[src/rtl/counter_pkg.sv]
// Shared constants and parameter legality check for counter_param.
package counter_pkg;

   localparam logic DIR_UP   = 1'b1;
   localparam logic DIR_DOWN = 1'b0;

   localparam int MODE_WRAP = 0;
   localparam int MODE_SAT  = 1;

   // True when the parameter set describes a realisable counter:
   // 1 <= STEP <= MAX < 2**WIDTH, WIDTH >= 2, known mode, non-empty wrap counter.
   function automatic bit params_ok(input int width, input int step, input int max,
                                    input int sat_mode, input int wrap_w);
      longint lim;
      lim = longint'(1) << width;
      return (width >= 2) && (step >= 1) && (step <= max) && (longint'(max) < lim) &&
             ((sat_mode == MODE_WRAP) || (sat_mode == MODE_SAT)) && (wrap_w >= 1);
   endfunction

endpackage

[src/rtl/counter_param_next.sv]
// Combinational next-value logic: one step up or down from cnt, with either
// modulo-(MAX+1) wrap or saturation, plus the boundary-event flag.
module counter_param_next
   import counter_pkg::*;
#(
   parameter int WIDTH    = 8,
   parameter int STEP     = 1,
   parameter int MAX      = 2**WIDTH-1,
   parameter int SAT_MODE = MODE_WRAP
) (
   input  logic [WIDTH-1:0] cnt,
   input  logic             dir,
   output logic [WIDTH-1:0] nxt,
   output logic             bnd
);

   localparam logic [WIDTH:0]   MAX_X  = (WIDTH+1)'(MAX);
   localparam logic [WIDTH-1:0] MAX_V  = WIDTH'(MAX);
   localparam logic [WIDTH-1:0] STEP_V = WIDTH'(STEP);
   // MAX+1-STEP always fits WIDTH bits; wrapping either way is a modular
   // add/subtract of this gap, so no WIDTH+1 result is ever truncated.
   localparam logic [WIDTH-1:0] GAP_V  = WIDTH'(MAX + 1 - STEP);

   logic [WIDTH:0] sum;
   logic           ovf;
   logic           unf;

   // Step, detect crossing of the range ends, then wrap or clamp.
   always_comb begin
      sum = {1'b0, cnt} + {1'b0, STEP_V};
      ovf = (sum > MAX_X);
      unf = (cnt < STEP_V);
      nxt = cnt;
      bnd = 1'b0;
      if (dir == DIR_UP) begin
         if (!ovf)                    nxt = sum[WIDTH-1:0];
         else if (SAT_MODE == MODE_SAT) nxt = MAX_V;
         else                         nxt = cnt - GAP_V;
         // Saturation flags only the arrival at MAX, not sitting on it.
         if (SAT_MODE == MODE_SAT) bnd = (nxt == MAX_V) && (cnt != MAX_V);
         else                      bnd = ovf;
      end else begin
         if (!unf)                    nxt = cnt - STEP_V;
         else if (SAT_MODE == MODE_SAT) nxt = '0;
         else                         nxt = cnt + GAP_V;
         if (SAT_MODE == MODE_SAT) bnd = (nxt == '0) && (cnt != '0);
         else                      bnd = unf;
      end
   end

endmodule

[src/rtl/counter_param.sv]
// Parametrised up/down event/timebase counter with wrap or saturate mode,
// synchronous clear/load, enable gating and a registered terminal-count pulse.
// Optional macro COUNTER_PARAM_WRAP_CNT_EN adds the wrap_cnt event counter.
module counter_param
   import counter_pkg::*;
#(
   parameter int WIDTH    = 8,
   parameter int STEP     = 1,
   parameter int MAX      = 2**WIDTH-1,
   parameter int SAT_MODE = MODE_WRAP,
   parameter int WRAP_W   = 16
) (
   input  logic              clk,
   input  logic              rstn,
   input  logic              en,
   input  logic              dir,
   input  logic              clr,
   input  logic              load,
   input  logic [WIDTH-1:0]  load_val,
   output logic [WIDTH-1:0]  cnt,
   output logic              tc
`ifdef COUNTER_PARAM_WRAP_CNT_EN
   ,
   output logic [WRAP_W-1:0] wrap_cnt
`endif
);

   if (!params_ok(WIDTH, STEP, MAX, SAT_MODE, WRAP_W)) begin : g_param_err
      $error("counter_param: illegal WIDTH/STEP/MAX/SAT_MODE/WRAP_W");
   end

   localparam logic [WIDTH-1:0] MAX_V = WIDTH'(MAX);

   logic [WIDTH-1:0] step_nxt;
   logic             step_bnd;
   logic [WIDTH-1:0] cnt_d;
   logic             tc_d;

   counter_param_next #(
      .WIDTH    (WIDTH),
      .STEP     (STEP),
      .MAX      (MAX),
      .SAT_MODE (SAT_MODE)
   ) u_next (
      .cnt (cnt),
      .dir (dir),
      .nxt (step_nxt),
      .bnd (step_bnd)
   );

   // Command priority: clear, then load (clamped to MAX), then enabled step.
   always_comb begin
      cnt_d = cnt;
      tc_d  = 1'b0;
      if (clr) begin
         cnt_d = '0;
      end else if (load) begin
         cnt_d = (load_val > MAX_V) ? MAX_V : load_val;
      end else if (en) begin
         cnt_d = step_nxt;
         tc_d  = step_bnd;
      end
   end

   // Count and terminal-count registers.
   always_ff @(posedge clk or negedge rstn) begin
      if (!rstn) begin
         cnt <= '0;
         tc  <= 1'b0;
      end else begin
         cnt <= cnt_d;
         tc  <= tc_d;
      end
   end

`ifdef COUNTER_PARAM_WRAP_CNT_EN
   // Boundary-event tally: counts every tc, sticks at all-ones, reset-only clear.
   always_ff @(posedge clk or negedge rstn) begin
      if (!rstn)                        wrap_cnt <= '0;
      else if (tc_d && (wrap_cnt != '1)) wrap_cnt <= wrap_cnt + 1'b1;
   end
`endif

endmodule

[config.mk]
export PLATFORM = sky130hd
export DESIGN_NAME = counter_param
export DESIGN_NICKNAME = d
export VERILOG_FILES = /design/src/rtl/counter_pkg.sv /design/src/rtl/counter_param_next.sv /design/src/rtl/counter_param.sv
export SDC_FILE = /design/constraint.sdc
export NUM_CORES = 1
export LEC_CHECK = 0
export CORE_MARGIN = 3
export CORE_UTILIZATION = 28
export CTS_BUF_LIST = sky130_fd_sc_hd__clkbuf_4 sky130_fd_sc_hd__clkbuf_8
export DETAILED_ROUTE_END_ITERATION = 16
export PLACE_DENSITY = 0.62
export SYNTH_ARGS = -nofsm -noshare
export SYNTH_HDL_FRONTEND = slang
export SYNTH_SLANG_ARGS = --single-unit
[constraint.sdc]
create_clock -name clk -period 3.2 [get_ports clk]
set_input_delay 0.48 -clock clk [delete_from_list [all_inputs] [get_ports clk]]
set_output_delay 0.48 -clock clk [all_outputs]
set_load 0.02 [all_outputs]
[Word level (Yosys, flattened, before mapping)]
Cells that the tools add are included.
Storage, ports and cells
  flip-flop bits (word level): 9
  input bits: 14
  output and inout bits: 9
  word-level logic and storage cells: 21
Cells by class
  add/sub/neg operators: 4
  $lt $le $gt $ge: 3
  muxes and demuxes: 11
  reductions and logical operators: 1
Operators by type and width (number)
  $mux 8: 7
  $add 8x1->9 const B: 1
  $gt 9x8->1 const B: 1
  $add 8x8->8 const B: 1
  $gt 8x8->1 const B: 1
  $lt 8x1->1 const B: 1
  $sub 8x1->8 const B: 1
  $sub 8x8->8 const B: 1
  $mux 1: 4
  $reduce_bool 3->1: 1

[Longest topological paths before layout]
Gate-level depths: netlist of run 1.
  depth after elaboration: 7
  depth in mapped cells: 6
  gate-level depth less buffers: 6

[Cells and area by module]
From an unflattened synthesis of run 1, not the netlist that was laid out.
Second synthesis, totals
  cells, all modules: 88
  area total of the unflattened synthesis: 799.5 µm²
Modules (own cells, without submodules)
  counter_param: instances 1, cells each 39, area each 447.9 µm², sequential area each 225.2 µm²
  counter_param_next: instances 1, cells each 49, area each 351.6 µm², sequential area each 0.0 µm²

[Worst setup path before layout of run 1]
No wires, ideal clock.
  path kind: register to register
  start point: register cnt[0]
  end point: register tc
  library setup time: 0.095 ns
  data arrival time: 1.845 ns
  required time: 3.105 ns
  path slack: 1.260 ns
  stages on the path, launching flop included: 7
  buffers on the path: 0
  clock period less this slack: 1.940 ns
  cells stage by stage: dfrtp_1 inv_1 ha_1 or3b_1 a2111oi_0 o311ai_1 o31ai_1
Between the ends
  cells in the longest elaborated chain, start to end: 6
  elaborated cells between the ends (all ways): 7
  those cells by class: 1 x add/sub; 2 x order compare; 4 x mux
Ends and longest elaborated chain
  start, declared: line counter_param.sv:20  | output logic [WIDTH-1:0] cnt,
  start signal, assigned: line counter_param.sv:71  | cnt <= cnt_d;
  $add 8x1->9: line counter_param_next.sv:30  | sum = {1'b0, cnt} + {1'b0, STEP_V};
  $gt 9x8->1: line counter_param_next.sv:31  | ovf = (sum > MAX_X);
  $mux 1 *: line counter_param_next.sv:35  | if (dir == DIR_UP) begin
  $mux 1 *: line counter_param.sv:59  | end else if (en) begin
  $mux 1 *: line counter_param.sv:57  | end else if (load) begin
  $mux 1 *: line counter_param.sv:55  | if (clr) begin
  net tc_d: line counter_param.sv:37  | logic tc_d;
  end signal, assigned: line counter_param.sv:72  | tc <= tc_d;
  end, declared: line counter_param.sv:21  | output logic tc
The timed path passes the listed nets; every way through them passes the cells marked *.
A chain may end at the register's enable or synchronous reset.

[Final worst setup path of run 1]
Ends and elaborated chain as after synthesis.

==> impl_metrics.py, run 1 <==
metrics = {
    "clock_network": {
        "cts_buffers": 3,
        "cts_setup_buffers": 0,
        "clk_path_buf_depth": 2,
        "cts-root-buf": "clkbuf_4",
        "insertion_delay_ns": 0.26,
        "clk_pin_slew_ns": 0.06,
        "ctsHoldBuffers": 0,
        "htreeDepth": 1,
        "clock-sinks": 9,
        "cts_tree": "yes",
        "cts_resized": 0,
    },
    "route": {
        "routed_wl_mm": 1.87,
        "final_antenna_net_count": 0,
        "drtPass1Iterations": 4,
        "viasPerCell": 5.43,
        "drt-initial-drc-count": 8,
        "wl_per_cell_um": 13.8,
        "drcViolationCount": 0,
        "num_vias": 739,
    },
    "power_and_ir_drop": {
        "intPower_mw": 0.232,
        "power_switching_share_pct": 32.4,
        "seq_power_share_pct": 41.3,
        "power.density_nw_per_um2": 341,
        "p_clk_share_pct": 28.9,
        "p_total_mw": 0.343,
        "p_leak_nw": 0.415,
        "power_switching_mw": 0.111,
        "ir_drop_v": 0.000314,
        "combPwrFrac_pct": 29.7,
    },
    "global_route": {
        "overflow": 0,
        "grt_use_total_pct": 12.6,
        "grt_max_degree": 14,
        "antenna_found_initial": 0,
        "grt_pass1_vias": 726,
        "grt_pass1_wl_mm": 3.35,
    },
    "run": {
        "maxCapViolCount": 0,
    },
    "final_layout": {
        "final_cell_mix": "clkdlybuf4s50_1, nand2_1, dfrtp_1",
        "areaGrowthSynthToFinish_pct": 32.7,
        "fin_nets": 125,
        "n_antenna_cell": 0,
        "multi_input_area_um2": 482,
        "drive_above_1_share_pct": 5.66,
        "final_common_cell": "clkdlybuf4s50_1",
        "regArea_um2": 225,
        "stdcell_area_um2": 1010,
        "fillers": 269,
    },
    "sta": {
        "hold_viol": 0,
        "finalClockSkew_ns": 0.00167,
        "min_period_over_period_pct": 63.0,
        "setup_viol": 0,
        "grt_setup_unrepaired": "no",
        "drv_slew": 0,
        "slew_headroom_pct": 69.9,
        "max_freq_ghz": 0.496,
        "tightest_slew_ns": 0.450,
        "timing.hold.ws_ns": 0.523,
        "setup-tns-final_ns": 0,
        "period_needed_ns": 2.01,
    },
    "outcome": {
        "status": "finished clean",
    },
    "worst_setup_path": {
        "cp_num_buf_inv": 1,
        "required_ns": 3.37,
        "startpoint_type": "flop",
        "crit_cells": 6,
        "path_cells": "inv_1 > ha_1 > or3b_1 > a2111oi_0 > o311ai_1 > o31ai_1",
        "cpPeakStageDelay_ns": 0.50,
        "critPathArrivalTime_ns": 2.19,
        "crit_type": "reg2reg",
        "cp_max_fo": 8,
        "cpLargestDelayFamily": "compound AO/OA/AOI/OAI gates",
        "endpoint_kind": "flop",
        "cp_slowest_cell": "dfrtp_1",
        "reg2reg_depth": 6,
    },
    "logic_synthesis": {
        "ys.flop_type": "dfrtp_1",
        "async_flop_share_pct": 100,
        "synth_area_um2": 758,
        "synth_nets": 107,
        "avgSynthCellArea_um2": 8.52,
        "synth_seq_area_share_pct": 29.7,
        "synth-warning-count": 0,
        "ys_types": 32,
        "synth_edf_count": 0,
        "synth-seq-cells": 9,
        "netlist_instances": 89,
    },
    "floorplanning": {
        "die_x_um": 58.0,
        "die_y_um": 58.0,
        "start_util_pct": 30.1,
        "die_area_um2": 3370,
        "ios": 23,
        "coreArea_um2": 2520,
        "rows": 18,
    },
    "worst_hold_path": {
        "worstHoldPathType": "in2async",
    },
    "placed_design": {
        "placed_area_um2": 976,
        "dp_hpwl_mm": 1.35,
        "gp_congestion": 0.796,
        "io_buffers": 22,
    },
}
## per-stage QoR
step                setup WS [ns]  cells  util, %
global placement             1.07    132     38.7
finish                       1.19    136     39.9
CTS                          1.18    136     39.9
floorplan                    1.26     89        -
detailed placement           1.04    132     38.7
global route                0.974    136     39.9
## synth_stat cells (3+ instances only)
master	instances	area [um^2]
dfrtp_1	9	225
nand2_1	9	33.8
nor2_1	7	26.3
xor2_1	6	52.6
buf_2	5	25.0
a211oi_1	4	30.0
a32oi_1	4	35.0
clkbuf_1	4	15.0
ha_1	4	50.1
a21oi_1	3	15.0
inv_1	3	11.3
mux2i_1	3	30.0
## worst paths after layout
kind	startpoint	endpoint	slack (ns)
max in group asynchronous	rstn	cnt[4]	2.38
min in group clk	cnt[7]	cnt[7]	0.64
hold reg to reg	cnt[7]	cnt[7]	0.64
hold / removal	rstn	cnt[3]	0.52
setup reg to reg	cnt[0]	tc	1.19
setup / recovery	cnt[0]	tc	1.19
## metal layers
layer  GRT usage [%]  wire length (um)  up-vias
li1                -                 -      361
met1            18.6               947      360
met2            18.5               815       18
met3            4.23               111        0
met4           0.993                 0        0
met5               0                 0        -
## flip-flops by register name, indices dropped and copies added (netlist names)
| register | count |
|---|---|
| tc | 1 |
| cnt | 8 |
## area by class of cell
cell class	count	area share, %
Inverter	3	1.12
Timing Repair Buffer	22	21.9
Tap cell	30	3.73
Sequential cell	9	22.4
Multi-Input combinational cell	68	47.9
Clock buffer	4	2.99
## power groups by stage
stage	registers [mW]	clock network [mW]	logic [mW]
floorplan	0.143	0	0.0583
global placement	0.143	0	0.100
CTS	0.142	0.102	0.102
finish	0.142	0.0991	0.102
detailed placement	0.144	0	0.101
global route	0.145	0.108	0.112
## cell families (layout without fill, tap and decap cells)
family                     after synthesis  count (layout)  synth area share, %
and+or+nand+nor                         37              37                 28.5
AOI/OAI and AO/OA                       17              17                 16.0
buffers and inverters                   12              29                 6.76
DFF                                      9               9                 29.7
xor gates and xnor gates                 6               6                 6.93
adders and majority gates                4               4                 6.60
muxes                                    4               4                 5.45
(Power assumes the default switching activity.)
==> run 2, diff against run 1 <==
==> constraint.sdc (replaced) <==
create_clock -name clk -period 1.9 [get_ports clk]
set_input_delay 0.285 -clock clk [delete_from_list [all_inputs] [get_ports clk]]
set_output_delay 0.285 -clock clk [all_outputs]
set_load 0.02 [all_outputs]
==> run 2 against run 1 <==
Cell area grew 4.5%. Count of clock-buffer cells in the layout is the same. Sequential power grew 65%. First-iteration DRC count is the same. Clock power grew 68%. Via count grew 5.0%. Critical path depth shrank 5. Combinational power grew 85%. Largest power group unchanged.
==> impl_metrics.py, run 2 (synthesized netlist as in run 1, its figures left out) <==
metrics = {
    "worst_setup_path": {
        "endpoint_kind": "output port",
        "reg2reg_slack_ns": 0.13,
        "cpLargestDelayFamily": "buffers and inverters",
        "required_ns": 1.62,
        "path_cells": "clkdlybuf4s50_1",
        "cpPeakStageDelay_ns": 0.68,
        "crit_type": "reg2out",
        "cp_max_fo": 12,
        "reg2reg_depth": 6,
        "cp_num_buf_inv": 1,
        "critPathArrivalTime_ns": 1.50,
        "r2r_start": "cnt[0]",
        "startpoint_type": "flop",
        "r2r-end": "tc",
        "cp_slowest_cell": "clkdlybuf4s50_1",
    },
    "sta": {
        "setup_viol": 0,
        "finalClockSkew_ns": 0.000191,
        "timing.hold.ws_ns": 0.329,
        "slew_headroom_pct": 70.7,
        "period_needed_ns": 1.79,
        "tightest_slew_ns": 0.439,
        "hold_viol": 0,
        "drv_slew": 0,
        "setup-tns-final_ns": 0,
        "min_period_over_period_pct": 94.1,
        "max_freq_ghz": 0.559,
    },
    "power_and_ir_drop": {
        "seq_power_share_pct": 39.7,
        "power_switching_share_pct": 32.3,
        "intPower_mw": 0.399,
        "p_leak_nw": 0.438,
        "p_clk_share_pct": 28.2,
        "power_switching_mw": 0.190,
        "combPwrFrac_pct": 32.1,
        "power.density_nw_per_um2": 561,
        "ir_drop_v": 0.000436,
    },
    "route": {
        "drtPass1Iterations": 4,
        "viasPerCell": 5.50,
        "drcViolationCount": 0,
        "wl_per_cell_um": 14.1,
        "drt-initial-drc-count": 8,
        "routed_wl_mm": 1.99,
        "final_antenna_net_count": 0,
        "num_vias": 776,
    },
    "clock_network": {
        "ctsHoldBuffers": 0,
        "insertion_delay_ns": 0.26,
        "cts_setup_buffers": 0,
        "cts_buffers": 3,
        "clk_pin_slew_ns": 0.06,
        "cts-root-buf": "clkbuf_4",
        "cts_tree": "yes",
        "clock-sinks": 9,
        "htreeDepth": 1,
        "clk_path_buf_depth": 2,
    },
    "floorplanning": {
        "start_util_pct": 30.1,
        "coreArea_um2": 2520,
        "rows": 18,
        "die_x_um": 58.0,
        "die_y_um": 58.0,
        "ios": 23,
        "die_area_um2": 3370,
    },
    "final_layout": {
        "final_util_pct": 41.7,
        "areaGrowthSynthToFinish_pct": 38.6,
        "reg_top3": "cnt: 8 flops, tc: 1 flops",
        "top_register": "cnt",
        "final_cell_mix": "clkdlybuf4s50_1, nand2_1, dfrtp_1",
        "drive_above_1_share_pct": 11.7,
        "final_common_cell": "clkdlybuf4s50_1",
        "n_antenna_cell": 0,
        "largest_reg_flops": 8,
        "fin_nets": 130,
    },
    "worst_hold_path": {
        "worstHoldPathType": "in2async",
    },
    "run": {
        "maxCapViolCount": 0,
    },
    "placed_design": {
        "gp_congestion": 0.825,
        "dp_hpwl_mm": 1.49,
        "io_buffers": 22,
    },
    "global_route": {
        "grt_use_total_pct": 13.1,
        "grt_pass1_vias": 799,
        "grt_max_degree": 14,
        "grt_pass1_wl_mm": 3.42,
        "overflow": 0,
        "antenna_found_initial": 0,
    },
    "outcome": {
        "status": "finished clean",
    },
}
[run 2: worst max-delay path by stage]
stage | endpoint | depth (start not counted) | slack (ns) | startpoint
after floorplan | tc | 6 | 0.003 | cnt[1]
after global placement | cnt[6] | 5 | 0.03 | dir
after detailed placement | cnt[6] | 5 | -0.007 | dir
after CTS | cnt[2] | 1 | 0.10 | cnt[2]
after global routing | tc | 6 | -0.03 | cnt[0]
final | cnt[2] | 1 | 0.11 | cnt[2]
[run 2: layout make-up]
cell class / count / area (um^2)
fillers: 281 / 1470
multi-input cells: 68 / 488
repair buffers: 27 / 258
flip-flops and latches: 9 / 226
well taps: 30 / 37.5
clock buffers: 4 / 30.0
inverters: 3 / 11.3
[run 2: routing by layer]
layer  up-vias  part of all wire, %  global-route usage [%]
met2        25                   48                    22.9
met3         4                  6.8                    5.12
li1        375                    -                       -
met5         -                    0                       0
met4         0                 0.90                    2.98
met1       372                   44                    14.9
[run 2: what timing repair did]
item | CTS | global route
setup endpoints to repair | 0 | 1
resized for setup | 0 | 2
endpoints found under the hold margin | 0 | 0
[run 2: per-stage QoR]
step | worst slack (ns) | cell area (um^2) | power [mW] | cells
after floorplan | 0.00276 | 759 | 0.340 | 89
after global placement | 0.0295 | 1010 | 0.420 | 137
after detailed placement | -0.00681 | 1010 | 0.425 | 137
after CTS | 0.101 | 1040 | 0.598 | 141
after global routing | -0.0281 | 1050 | 0.627 | 141
final | 0.111 | 1050 | 0.589 | 141
[run 2: power groups by stage]
stage / registers [mW] / logic, mW / clock network [mW]
detailed placement: 0.237 / 0.188 / 0
finish: 0.234 / 0.189 / 0.166
global placement: 0.235 / 0.185 / 0
floorplan: 0.241 / 0.0982 / 0
CTS: 0.233 / 0.190 / 0.174
global route: 0.237 / 0.207 / 0.183
==> run 3, diff against run 2 <==
--- a/config.mk
+++ b/config.mk
@@ -7,7 +7,6 @@
 export LEC_CHECK = 0
 export CORE_MARGIN = 3
 export CORE_UTILIZATION = 28
-export CTS_BUF_LIST = sky130_fd_sc_hd__clkbuf_4 sky130_fd_sc_hd__clkbuf_8
 export DETAILED_ROUTE_END_ITERATION = 16
 export PLACE_DENSITY = 0.62
 export SYNTH_ARGS = -nofsm -noshare
==> run 3 against run 2 <==
Register-to-register slack better by 0.02 ns. First-iteration DRC count increased by 25%. Critical path depth did not move. Die area unchanged. Count of clock-buffer cells in the layout stayed put. Critical path type unchanged. Via count is 1.0% lower. Worst setup slack worse by 0.011 ns. Sequential power about the same. Clock skew about the same. Combinational power about the same. Non-clock buffer count stayed put. Clock power decreased by 8%.
==> impl_metrics.py, run 3 (synthesized netlist as in run 1, its figures left out) <==
metrics = {
    "worst_setup_path": {
        "r2r-end": "tc",
        "crit_cells": 1,
        "reg2reg_slack_ns": 0.15,
        "critPathArrivalTime_ns": 1.51,
        "cp_max_fo": 12,
        "reg2reg_depth": 6,
        "crit_type": "reg2out",
        "cpPeakStageDelay_ns": 0.68,
        "startpoint_type": "flop",
        "cpLargestDelayFamily": "buffers and inverters",
        "cp_num_buf_inv": 1,
        "r2r_start": "cnt[0]",
        "required_ns": 1.62,
        "path_cells": "clkdlybuf4s50_1",
        "endpoint_kind": "output port",
        "cp_slowest_cell": "clkdlybuf4s50_1",
    },
    "sta": {
        "finalClockSkew_ns": 0.000243,
        "hold_viol": 0,
        "setup_viol": 0,
        "timing.hold.ws_ns": 0.332,
        "fin_ws_ns": 0.100,
        "max_freq_ghz": 0.556,
        "drv_slew": 0,
        "slew_headroom_pct": 70.3,
        "tightest_slew_ns": 0.444,
        "min_period_over_period_pct": 94.7,
        "period_needed_ns": 1.80,
    },
    "final_layout": {
        "drive_above_1_share_pct": 10.8,
        "reg_top3": "cnt: 8 flops, tc: 1 flops",
        "final_cells": 141,
        "areaGrowthSynthToFinish_pct": 38.1,
        "n_antenna_cell": 0,
        "largest_reg_flops": 8,
        "regArea_um2": 226,
        "final_cell_mix": "clkdlybuf4s50_1, nand2_1, dfrtp_1",
        "final_util_pct": 41.5,
        "fin_nets": 130,
        "top_register": "cnt",
        "multi_input_area_um2": 488,
        "fillers": 284,
        "final_common_cell": "clkdlybuf4s50_1",
    },
    "outcome": {
        "status": "finished clean",
    },
    "clock_network": {
        "clock-sinks": 9,
        "cts_tree": "yes",
        "clk_path_buf_depth": 2,
        "cts_setup_buffers": 0,
        "ctsHoldBuffers": 0,
        "clk_pin_slew_ns": 0.06,
        "cts_resized": 0,
        "cts-root-buf": "clkbuf_4",
        "htreeDepth": 1,
        "insertion_delay_ns": 0.26,
        "cts_buffers": 3,
    },
    "placed_design": {
        "pre_cts_ws_ns": -0.00681,
        "dp_hpwl_mm": 1.49,
        "dp.cells": 137,
        "gp_congestion": 0.825,
        "io_buffers": 22,
    },
    "floorplanning": {
        "ios": 23,
        "die_area_um2": 3370,
        "die_y_um": 58.0,
        "rows": 18,
        "die_x_um": 58.0,
        "coreArea_um2": 2520,
        "start_util_pct": 30.1,
    },
    "route": {
        "drcViolationCount": 0,
        "wl_per_cell_um": 14.1,
        "final_antenna_net_count": 0,
        "routed_wl_mm": 1.98,
        "drtPass1Iterations": 4,
        "num_vias": 768,
        "drt-initial-drc-count": 10,
        "viasPerCell": 5.45,
    },
    "global_route": {
        "antenna_found_initial": 0,
        "grt_use_total_pct": 13.2,
        "grt_pass1_vias": 792,
        "grt_pass1_wl_mm": 3.44,
        "grt_max_degree": 14,
        "overflow": 0,
    },
    "power_and_ir_drop": {
        "p_leak_nw": 0.435,
        "ir_drop_v": 0.000392,
        "power.density_nw_per_um2": 549,
        "p_total_mw": 0.575,
    },
    "run": {
        "maxCapViolCount": 0,
    },
    "worst_hold_path": {
        "worstHoldPathType": "in2async",
    },
}
==> run 3: layout make-up <==
class | instances | area share (%)
Timing Repair Buffer | 27 | 24.6
Sequential cell | 9 | 21.6
Clock buffer | 4 | 2.51
Multi-Input combinational cell | 68 | 46.6
Tap cell | 30 | 3.58
Inverter | 3 | 1.08
==> run 3: metal layers <==
metal	up-vias	track usage (%)	share of wire (%)
met5	-	0	0
met4	0	2.98	0.40
met3	2	5.12	7.1
met2	26	23.1	48
met1	366	15.1	45
li1	374	-	-
==> run 3: how the worst max path moves through the flow <==
stage | start | to | slack, ns
after global routing | cnt[0] | tc | -0.03
after global placement | dir | cnt[6] | 0.03
after detailed placement | dir | cnt[6] | -0.007
after CTS | cnt[2] | cnt[2] | 0.09
final | cnt[2] | cnt[2] | 0.10
after floorplan | cnt[1] | tc | 0.003
==> run 3: report_power, final <==
group | leakage (nW) | total (mW) | internal (mW) | switching [mW]
clock | 0.0150 | 0.152 | 0.0812 | 0.0704
combinational | 0.303 | 0.190 | 0.0979 | 0.0918
sequential | 0.117 | 0.234 | 0.206 | 0.0285
total | 0.435 | 0.575 | 0.385 | 0.191
==> run 3: per-stage QoR <==
step / TNS, ns / area [um^2]
after detailed placement: -0.00681 / 1010
after global placement: 0 / 1010
after floorplan: 0 / 759
after global routing: -0.0290 / 1050
final: 0 / 1050
after CTS: 0 / 1040
